$ cat src/rtl/cpu_pkg.sv
// rtl/cpu_pkg.sv - shared opcodes, fetch defaults and fetch-stage state type
package cpu_pkg;

  localparam logic [6:0] OP_RTYPE  = 7'b0110011;
  localparam logic [6:0] OP_LOAD   = 7'b0000011;
  localparam logic [6:0] OP_STORE  = 7'b0100011;
  localparam logic [6:0] OP_BRANCH = 7'b1100011;
  localparam logic [6:0] OP_IMM    = 7'b0010011;

  localparam logic [31:0] DEFAULT_NOP_INST = 32'h0000_0013;
  localparam logic [31:0] DEFAULT_RESET_PC = 32'h0000_0000;

  typedef enum logic [1:0] {
    IDLE,
    FETCH,
    HOLD
  } if_state_t;

endpackage

$ cat src/rtl/if_stage_if.sv
// rtl/if_stage_if.sv - instruction memory, redirect, stall and IF/ID signals of the fetch stage
interface if_stage_if #(
  parameter int PC_WIDTH = 32
);

  logic                imem_req;
  logic [PC_WIDTH-1:0] imem_addr;
  logic                imem_ready;
  logic [31:0]         imem_rdata;
  logic                branch_taken;
  logic [PC_WIDTH-1:0] branch_target;
  logic                stall;
  logic                ifid_valid;
  logic [PC_WIDTH-1:0] ifid_pc;
  logic [31:0]         ifid_inst;
  logic [6:0]          ifid_opcode;

  modport master (
    output imem_req, imem_addr, ifid_valid, ifid_pc, ifid_inst, ifid_opcode,
    input  imem_ready, imem_rdata, branch_taken, branch_target, stall
  );

  modport slave (
    input  imem_req, imem_addr, ifid_valid, ifid_pc, ifid_inst, ifid_opcode,
    output imem_ready, imem_rdata, branch_taken, branch_target, stall
  );

endinterface

$ cat src/rtl/if_stage_ifid_reg.sv
// rtl/if_stage_ifid_reg.sv - IF/ID pipeline register with kill > hold > load > bubble priority
module ifid_reg #(
  parameter int          PC_WIDTH = 32,
  parameter logic [31:0] NOP_INST = 32'h0000_0013
) (
  input  logic                clk,
  input  logic                rst,
  input  logic                kill,
  input  logic                stall,
  input  logic                load,
  input  logic [PC_WIDTH-1:0] load_pc,
  input  logic [31:0]         load_inst,
  output logic                valid,
  output logic [PC_WIDTH-1:0] pc,
  output logic [31:0]         inst
);

  logic                valid_q, valid_d;
  logic [PC_WIDTH-1:0] pc_q, pc_d;
  logic [31:0]         inst_q, inst_d;

  always_comb begin
    valid_d = valid_q;
    pc_d    = pc_q;
    inst_d  = inst_q;
    if (kill) begin
      valid_d = 1'b0;
      inst_d  = NOP_INST;
    end else if (stall && valid_q) begin
      // a stalled bubble carries nothing worth holding, so it may be overwritten
      valid_d = valid_q;
    end else if (load) begin
      valid_d = 1'b1;
      pc_d    = load_pc;
      inst_d  = load_inst;
    end else begin
      valid_d = 1'b0;
      inst_d  = NOP_INST;
    end
  end

  always_ff @(posedge clk) begin
    if (rst) begin
      valid_q <= 1'b0;
      pc_q    <= '0;
      inst_q  <= NOP_INST;
    end else begin
      valid_q <= valid_d;
      pc_q    <= pc_d;
      inst_q  <= inst_d;
    end
  end

  assign valid = valid_q;
  assign pc    = pc_q;
  assign inst  = inst_q;

endmodule

$ cat src/rtl/if_stage.sv
// rtl/if_stage.sv - instruction fetch: PC, imem handshake, branch redirect and one-entry skid
module if_stage
  import cpu_pkg::*;
#(
  parameter int                  PC_WIDTH = 32,
  parameter logic [PC_WIDTH-1:0] RESET_PC = PC_WIDTH'(DEFAULT_RESET_PC),
  parameter logic [31:0]         NOP_INST = DEFAULT_NOP_INST
) (
  input  logic          clk,
  input  logic          rst,
  if_stage_if.master    bus
);

  if_state_t           state_q, state_d;
  logic [PC_WIDTH-1:0] pc_q, pc_d;
  logic                pend_redir_q, pend_redir_d;
  logic [PC_WIDTH-1:0] pend_tgt_q, pend_tgt_d;
  logic                skid_valid_q, skid_valid_d;
  logic [PC_WIDTH-1:0] skid_pc_q, skid_pc_d;
  logic [31:0]         skid_inst_q, skid_inst_d;

  logic                fetch_addr_ok;
  logic [PC_WIDTH-1:0] fetch_addr;
  logic                load;
  logic [PC_WIDTH-1:0] load_pc;
  logic [31:0]         load_inst;
  logic                ifid_valid;

  assign fetch_addr    = {pc_q[PC_WIDTH-1:2], 2'b00};
  assign fetch_addr_ok = (state_q == FETCH);

  always_comb begin
    state_d      = state_q;
    pc_d         = pc_q;
    pend_redir_d = pend_redir_q;
    pend_tgt_d   = pend_tgt_q;
    skid_valid_d = skid_valid_q;
    skid_pc_d    = skid_pc_q;
    skid_inst_d  = skid_inst_q;
    load         = 1'b0;
    load_pc      = fetch_addr;
    load_inst    = bus.imem_rdata;
    case (state_q)
      IDLE: begin
        state_d = FETCH;
        if (bus.branch_taken) pc_d = bus.branch_target;
      end
      FETCH: begin
        if (!bus.imem_ready) begin
          if (bus.branch_taken) begin
            pend_redir_d = 1'b1;
            pend_tgt_d   = bus.branch_target;
          end
        end else if (bus.branch_taken || pend_redir_q) begin
          // response belongs to the wrong path; refetch from the redirect
          pc_d         = bus.branch_taken ? bus.branch_target : pend_tgt_q;
          pend_redir_d = 1'b0;
        end else if (bus.stall && ifid_valid) begin
          skid_valid_d = 1'b1;
          skid_pc_d    = fetch_addr;
          skid_inst_d  = bus.imem_rdata;
          pc_d         = pc_q + PC_WIDTH'(4);
          state_d      = HOLD;
        end else begin
          load = 1'b1;
          pc_d = pc_q + PC_WIDTH'(4);
        end
      end
      HOLD: begin
        if (bus.branch_taken) begin
          skid_valid_d = 1'b0;
          pc_d         = bus.branch_target;
          state_d      = FETCH;
        end else if (!bus.stall && skid_valid_q) begin
          load         = 1'b1;
          load_pc      = skid_pc_q;
          load_inst    = skid_inst_q;
          skid_valid_d = 1'b0;
          state_d      = FETCH;
        end
      end
      default: state_d = IDLE;
    endcase
  end

  always_ff @(posedge clk) begin
    if (rst) begin
      state_q      <= IDLE;
      pc_q         <= RESET_PC;
      pend_redir_q <= 1'b0;
      pend_tgt_q   <= '0;
      skid_valid_q <= 1'b0;
      skid_pc_q    <= '0;
      skid_inst_q  <= NOP_INST;
    end else begin
      state_q      <= state_d;
      pc_q         <= pc_d;
      pend_redir_q <= pend_redir_d;
      pend_tgt_q   <= pend_tgt_d;
      skid_valid_q <= skid_valid_d;
      skid_pc_q    <= skid_pc_d;
      skid_inst_q  <= skid_inst_d;
    end
  end

  ifid_reg #(
    .PC_WIDTH (PC_WIDTH),
    .NOP_INST (NOP_INST)
  ) u_ifid_reg (
    .clk       (clk),
    .rst       (rst),
    .kill      (bus.branch_taken),
    .stall     (bus.stall),
    .load      (load),
    .load_pc   (load_pc),
    .load_inst (load_inst),
    .valid     (ifid_valid),
    .pc        (bus.ifid_pc),
    .inst      (bus.ifid_inst)
  );

  assign bus.imem_req    = fetch_addr_ok;
  assign bus.imem_addr   = fetch_addr;
  assign bus.ifid_valid  = ifid_valid;
  assign bus.ifid_opcode = bus.ifid_inst[6:0];

endmodule

$ cat src/flat_wrapper.sv
// flat-port wrapper written by rule: the top's interface ports become plain ports
module if_stage_flat import cpu_pkg::*;
#(
  parameter int                  PC_WIDTH = 32,
  parameter logic [PC_WIDTH-1:0] RESET_PC = PC_WIDTH'(DEFAULT_RESET_PC),
  parameter logic [31:0]         NOP_INST = DEFAULT_NOP_INST
)
  (clk, rst, bus_imem_req, bus_imem_addr, bus_ifid_valid, bus_ifid_pc, bus_ifid_inst, bus_ifid_opcode, bus_imem_ready, bus_imem_rdata, bus_branch_taken, bus_branch_target, bus_stall);
  if_stage_if #(.PC_WIDTH(PC_WIDTH)) bus_i ();
  input  logic clk;
  input  logic rst;
  output wire logic [$bits(bus_i.imem_req)-1:0] bus_imem_req;
  output wire logic [$bits(bus_i.imem_addr)-1:0] bus_imem_addr;
  output wire logic [$bits(bus_i.ifid_valid)-1:0] bus_ifid_valid;
  output wire logic [$bits(bus_i.ifid_pc)-1:0] bus_ifid_pc;
  output wire logic [$bits(bus_i.ifid_inst)-1:0] bus_ifid_inst;
  output wire logic [$bits(bus_i.ifid_opcode)-1:0] bus_ifid_opcode;
  input wire logic [$bits(bus_i.imem_ready)-1:0] bus_imem_ready;
  input wire logic [$bits(bus_i.imem_rdata)-1:0] bus_imem_rdata;
  input wire logic [$bits(bus_i.branch_taken)-1:0] bus_branch_taken;
  input wire logic [$bits(bus_i.branch_target)-1:0] bus_branch_target;
  input wire logic [$bits(bus_i.stall)-1:0] bus_stall;
  assign bus_imem_req = bus_i.imem_req;
  assign bus_imem_addr = bus_i.imem_addr;
  assign bus_ifid_valid = bus_i.ifid_valid;
  assign bus_ifid_pc = bus_i.ifid_pc;
  assign bus_ifid_inst = bus_i.ifid_inst;
  assign bus_ifid_opcode = bus_i.ifid_opcode;
  assign bus_i.imem_ready = bus_imem_ready;
  assign bus_i.imem_rdata = bus_imem_rdata;
  assign bus_i.branch_taken = bus_branch_taken;
  assign bus_i.branch_target = bus_branch_target;
  assign bus_i.stall = bus_stall;
  if_stage #(.PC_WIDTH(PC_WIDTH), .RESET_PC(RESET_PC), .NOP_INST(NOP_INST)) u_core (.clk(clk), .rst(rst), .bus(bus_i));
endmodule
$ cat config.mk
export PLATFORM = sky130hd
export DESIGN_NAME = if_stage_flat
export DESIGN_NICKNAME = d
export VERILOG_FILES = /design/src/rtl/cpu_pkg.sv /design/src/rtl/if_stage_if.sv /design/src/rtl/if_stage_ifid_reg.sv /design/src/rtl/if_stage.sv /design/src/flat_wrapper.sv
export SDC_FILE = /design/constraint.sdc
export NUM_CORES = 1
export LEC_CHECK = 0
export CAP_MARGIN = 40
export CORE_MARGIN = 4
export CORE_UTILIZATION = 45
export DETAILED_ROUTE_END_ITERATION = 10
export HOLD_SLACK_MARGIN = 0.02
export PLACE_DENSITY = 0.82
export SKIP_CTS_REPAIR_TIMING = 1
export SYNTH_ARGS = -nofsm -noshare
export SYNTH_HDL_FRONTEND = slang
export SYNTH_SLANG_ARGS = --single-unit
$ cat constraint.sdc
create_clock -name clk -period 3.6 [get_ports clk]
set_clock_uncertainty 0.1 [all_clocks]
set_input_delay 0.72 -clock clk [delete_from_list [all_inputs] [get_ports clk]]
set_output_delay 0.72 -clock clk [all_outputs]
set_load 0.05 [all_outputs]
==> out/qor.yml, run 1 <==
synth:
  seq_area_frac_synth: 0.425
  syn_inst: 1128
  yosysWarningCount: 0
  syn_area_um2: 8910
  syn_avg_cell_area_um2: 7.90
  synth-edff-count: 0
  synth_top_area_frac: 0.425
  synth.distinct_cells: 63
  ys.flop_type: "dfxtp_1"
  async_flop_share: 0
  yosys_register_bits: 189
  synth_area_leaders: "dfxtp_1, nand2_1, a21oi_1"
  synth_top_cell_by_area: "dfxtp_1"
worst_setup_path:
  required_ns: 2.78
  worstPathArrival_ns: 2.10
  crit_type: "reg2out"
  critPathCaptureType: "primary output"
  start_kind: "flip-flop"
  crit_fanout: 8
pwr:
  power_density_nw_per_um2: 460
  p_leak_nw: 3.64
  p_total_mw: 5.14
  ir_worst_vdd_mv: 0.328
timing:
  setup_viol: 0
  fmax_mhz: 343
  period_needed_ns: 2.92
  fin_ws_ns: 0.683
  hold_viol: 0
  whs_ns: 0.352
  final.period_utilization: 0.810
  slew_headroom: 0.414
  tightest_slew_ns: 0.876
  drv_slew: 0
  rsz0062_at_grt: "no"
  fin_setup_tns_ns: 0
final_layout:
  drive_above_1_share: 0.0879
  fin_area_um2: 11200
  final_core_util: 0.574
  diodes: 0
  fillers: 1722
  final_nets: 1301
  fin_cells: 1505
  multi_input_area_um2: 4500
  regArea_um2: 3780
  syn_to_final_growth_pct: 25.4
detailed_routing:
  drt_pre_antenna_iters: 6
  routed_wirelength_um: 25800
  vias: 8661
  drt_iter0_markers: 751
  drcViolationCount: 0
  ant_nets: 0
  via_per_inst: 5.75
  wire_per_inst_um: 17.1
floorplanning:
  io_pins: 174
  row_count: 51
  initial_core_util: 0.458
  die_area_um2: 22100
  core_area_um2: 19500
  dieHeight_um: 149
  die_w_um: 149
global_routing:
  first_global_vias: 8070
  grt_pass1_wl_um: 41500
  grt_max_degree: 69
  grt_usage: 0.229
  gr-total-overflow: 0
  antenna_found_initial: 0
clock_network:
  cts_tree: "done"
  cts.sinks: 189
  clockRootBuffer: "clkbuf_16"
  clockBufferDepth: 2
  cts_buffers: 17
  clkTransAtPathRegs_ns: 0.07
  cts_max_level: 4
  insertion_delay_ns: 0.43
outcome:
  status: "complete, no violations"
placed_design:
  dpl_worst_slack_ns: 0.499
  placed_cells: 1474
  placed_area_um2: 10600
  io_buffers: 167
  dp_hpwl_um: 17600
  gp_congestion: 0.912
run:
  drv_cap: 0
min_path:
  hold_class: "reg2reg"
==> report_power, final <==
group / leakage, nW / total [mW] / switching, mW / internal [mW]
Combinational: 1.82 / 0.903 / 0.567 / 0.336
Sequential: 1.53 / 2.31 / 0.142 / 2.16
Clock: 0.285 / 1.93 / 0.818 / 1.11
==> cell families after synthesis <==
group | synth area share
adder cells (fa/ha/maj) | 0.00562
multiplexers | 0.0456
other | 0.000421
AND/OR/NAND/NOR | 0.237
XOR/XNOR | 0.00885
flip-flops | 0.425
buffers and inverters | 0.0733
AO/OA/AOI/OAI | 0.205
==> layout make-up <==
type | count | share of cell area
tap | 265 | 0.0297
inverter | 8 | 0.00269
clock inverter | 13 | 0.0148
clock buffer | 18 | 0.0393
multi-input combinational | 818 | 0.403
sequential | 189 | 0.339
timing repair buffer | 194 | 0.172
==> worst max-delay path, stage by stage (launching register included) <==
cell and delay (ns):
dfxtp_1 0.31, inv_1 0.10, ha_1 0.38, clkdlybuf4s50_1 0.88
==> final timing paths <==
kind / endpoint / start / slack [ns] / cells past startpoint
worst max-delay path: bus_imem_req / u_core.state_q[1] / 0.68 / 3
worst min-delay path: u_core.pend_tgt_q[27] / u_core.pend_tgt_q[27] / 0.35 / 2
worst max register to register: u_core.pc_q[9] / u_core.state_q[0] / 1.04 / 7
worst min register to register: u_core.pend_tgt_q[27] / u_core.pend_tgt_q[27] / 0.35 / 2
==> cells in the final DEF, fill, tap and decap left out, drive strengths merged, types with 6 or more instances in the layout <==
master	netlist	routed
nand2	268	268
dfxtp	189	189
clkdlybuf4s50	0	166
a21oi	122	122
nor2	89	89
nand3	49	49
a311oi	33	33
mux2	29	29
a22oi	29	29
buf	39	28
o21ai	24	24
clkbuf	75	18
or3	14	14
a211oi	13	13
nor3	13	13
nand4	12	12
nand2b	10	10
a221oi	10	10
inv	8	10
mux2i	8	8
o211ai	8	8
o311ai	6	6
o22ai	6	6
==> cell usage after synthesis, drive strengths merged, types with 2 or more instances <==
cell type  number
nand2         268
dfxtp         189
a21oi         122
nor2           89
clkbuf         75
nand3          49
buf            39
a311oi         33
a22oi          29
mux2           29
o21ai          24
or3            14
a211oi         13
nor3           13
nand4          12
a221oi         10
nand2b         10
inv             8
mux2i           8
o211ai          8
o22ai           6
o311ai          6
a31o            5
and4            5
nor4            5
xnor2           5
a211o           4
ha              4
or2             4
xor2            4
a2111oi         3
and2            3
nand3b          3
nor2b           3
o221ai          3
o2bb2ai         3
a21o            2
a31oi           2
and3            2
nor3b           2
o31a            2
o31ai           2
or4             2
==> registers in the layout, summed over array words and instances, names as in the netlist <==
signal	count
u_core.pc_q	30
u_core.skid_pc_q	30
u_core.pend_tgt_q	30
u_core.pend_redir_q	1
u_core.u_ifid_reg.inst	32
u_core.u_ifid_reg.pc	30
u_core.skid_inst_q	32
u_core.u_ifid_reg.valid	1
u_core.state_q	2
u_core.skid_valid_q	1
==> layer usage <==
layer / part of all wire / up-vias / GRT usage
li1: - / 4148 / -
met1: 0.40 / 4082 / 0.299
met2: 0.49 / 374 / 0.373
met3: 0.077 / 57 / 0.0481
met4: 0.033 / 0 / 0.0915
met5: 0 / - / 0
Power figures use the tool's default switching activity.
==> run 2: changes to the inputs <==
==> constraint.sdc (replaced) <==
create_clock -name clk -period 2.8 [get_ports clk]
set_clock_uncertainty 0.1 [all_clocks]
set_input_delay 0.56 -clock clk [delete_from_list [all_inputs] [get_ports clk]]
set_output_delay 0.56 -clock clk [all_outputs]
set_load 0.05 [all_outputs]
==> out/qor.yml, run 2 (synthesized netlist as in run 1, its figures left out) <==
outcome:
  status: "complete, no violations"
floorplanning:
  row_count: 51  # unchanged
  core_area_um2: 19500  # unchanged
  initial_core_util: 0.458  # unchanged
  die_area_um2: 22100  # unchanged
  io_pins: 174  # unchanged
  die_w_um: 149  # unchanged
  dieHeight_um: 149  # unchanged
final_layout:
  regArea_um2: 3780  # unchanged
  drive_above_1_share: 0.112  # +0.0243
  layout_commonest_cell: "nand2_1"
  final_core_util: 0.584  # +0.0100
  fin_cells: 1539  # +2.3%
  diodes: 0  # unchanged
  layout_common_cells: "nand2_1, dfxtp_1, clkdlybuf4s50_1"
  fillers: 1720  # -0.12%
  final_nets: 1335  # +2.6%
  syn_to_final_growth_pct: 27.5
  multi_input_area_um2: 4500  # unchanged
timing:
  hold_viol: 0  # unchanged
  slew_headroom: 0.486  # +0.0724
  period_needed_ns: 2.56
  fin_ws_ns: 0.244  # -0.439 ns
  setup_viol: 0  # unchanged
  fmax_mhz: 391
  tightest_slew_ns: 0.763  # -0.113 ns
  rsz0062_at_grt: "no"
  drv_slew: 0  # unchanged
  final.period_utilization: 0.913
  fin_setup_tns_ns: 0  # unchanged
  whs_ns: 0.354  # +0.00132 ns
pwr:
  ir_worst_vdd_mv: 0.505  # +54%
  power_density_nw_per_um2: 568  # +24%
  p_leak_nw: 3.80  # +4.5%
detailed_routing:
  ant_nets: 0  # unchanged
  wl_met1_um: 10900  # +4.9%
  routed_wirelength_um: 26900  # +4.0%
  vias: 8858  # +2.3%
  routed-wl-met3_um: 1850  # -7.0%
  via_per_inst: 5.76  # about the same
  drt_pre_antenna_iters: 5  # -1
  met2WireLength_um: 12900  # +2.5%
  drcViolationCount: 0  # unchanged
  drt_iter0_markers: 799  # +6.4%
  top_layer: "met4"
  wire_per_inst_um: 17.4  # +1.8%
clock_network:
  clkTransAtPathRegs_ns: 0.07  # about the same
  clockRootBuffer: "clkbuf_16"
  clockBufferDepth: 2  # unchanged
  insertion_delay_ns: 0.43  # about the same
  cts_max_level: 4  # unchanged
  cts.sinks: 189  # unchanged
  cts_tree: "done"
  cts_buffers: 17  # unchanged
global_routing:
  gr-total-overflow: 0  # unchanged
  first_global_vias: 8380  # +3.8%
  antenna_found_initial: 0  # unchanged
  grt_max_degree: 73  # +5.8%
  grt_pass1_wl_um: 42500  # +2.4%
  grt_usage: 0.237  # +0.00716
worst_setup_path:
  critPathCaptureType: "primary output"
  crit_fanout: 5  # -3
  crit_type: "reg2out"
  required_ns: 2.14  # -0.64 ns
  crit_start: "u_core.pc_q[7]"
  start_kind: "flip-flop"
  worstPathArrival_ns: 1.90  # -0.20 ns
  r2r-start: "u_core.pc_q[2]"
min_path:
  hold_class: "reg2reg"
  min_from: "u_core.pend_tgt_q[2]"
run:
  drv_cap: 0  # unchanged
placed_design:
  io_buffers: 167  # unchanged
  dpl_worst_slack_ns: 0.112  # -0.387 ns
  dp_hpwl_um: 18500  # +5.2%
  placed_cells: 1508  # +2.3%
  gp_congestion: 0.914  # +0.22%
run 2: cell type report:
cell class                 instances  area share
sequential                       189       0.333
clock inverter                    12     0.00804
tap                              265      0.0292
inverter                           8     0.00264
multi-input combinational        818       0.396
timing repair buffer             228       0.192
clock buffer                      19      0.0390
run 2: worst paths after layout:
| check | endpoint | slack (ns) | cells past startpoint |
|---|---|---|---|
| worst min register to register | u_core.pend_tgt_q[2] | 0.35 | 2 |
| worst min-delay path | u_core.pend_tgt_q[2] | 0.35 | 2 |
| worst max register to register | u_core.pc_q[30] | 0.40 | 7 |
| worst max-delay path | bus_imem_addr[7] | 0.24 | 2 |
run 2: where the power goes:
part           internal [mW]  switching [mW]  leakage [nW]
sequential              2.78           0.102          1.53
combinational          0.492           0.833          2.00
clock                   1.17            1.09         0.265
total                   4.44            2.02          3.80
run 2: critical path: stages (launching register included):
cell and delay [ns]:
dfxtp_1 0.47, buf_4 0.20, clkdlybuf4s50_1 0.80
run 2: layer usage:
metal | vias up | GRT usage
li1 | 4211 | -
met1 | 4172 | 0.305
met2 | 392 | 0.385
met3 | 83 | 0.0405
met4 | 0 | 0.116
met5 | - | 0
run 2: stage by stage:
stage	power, mW	instance area, µm²
floorplan	3.77	8920
detailed placement	4.24	10800
CTS	6.47	11400
finish	6.46	11400
global route	6.71	11400
global placement	4.22	10800
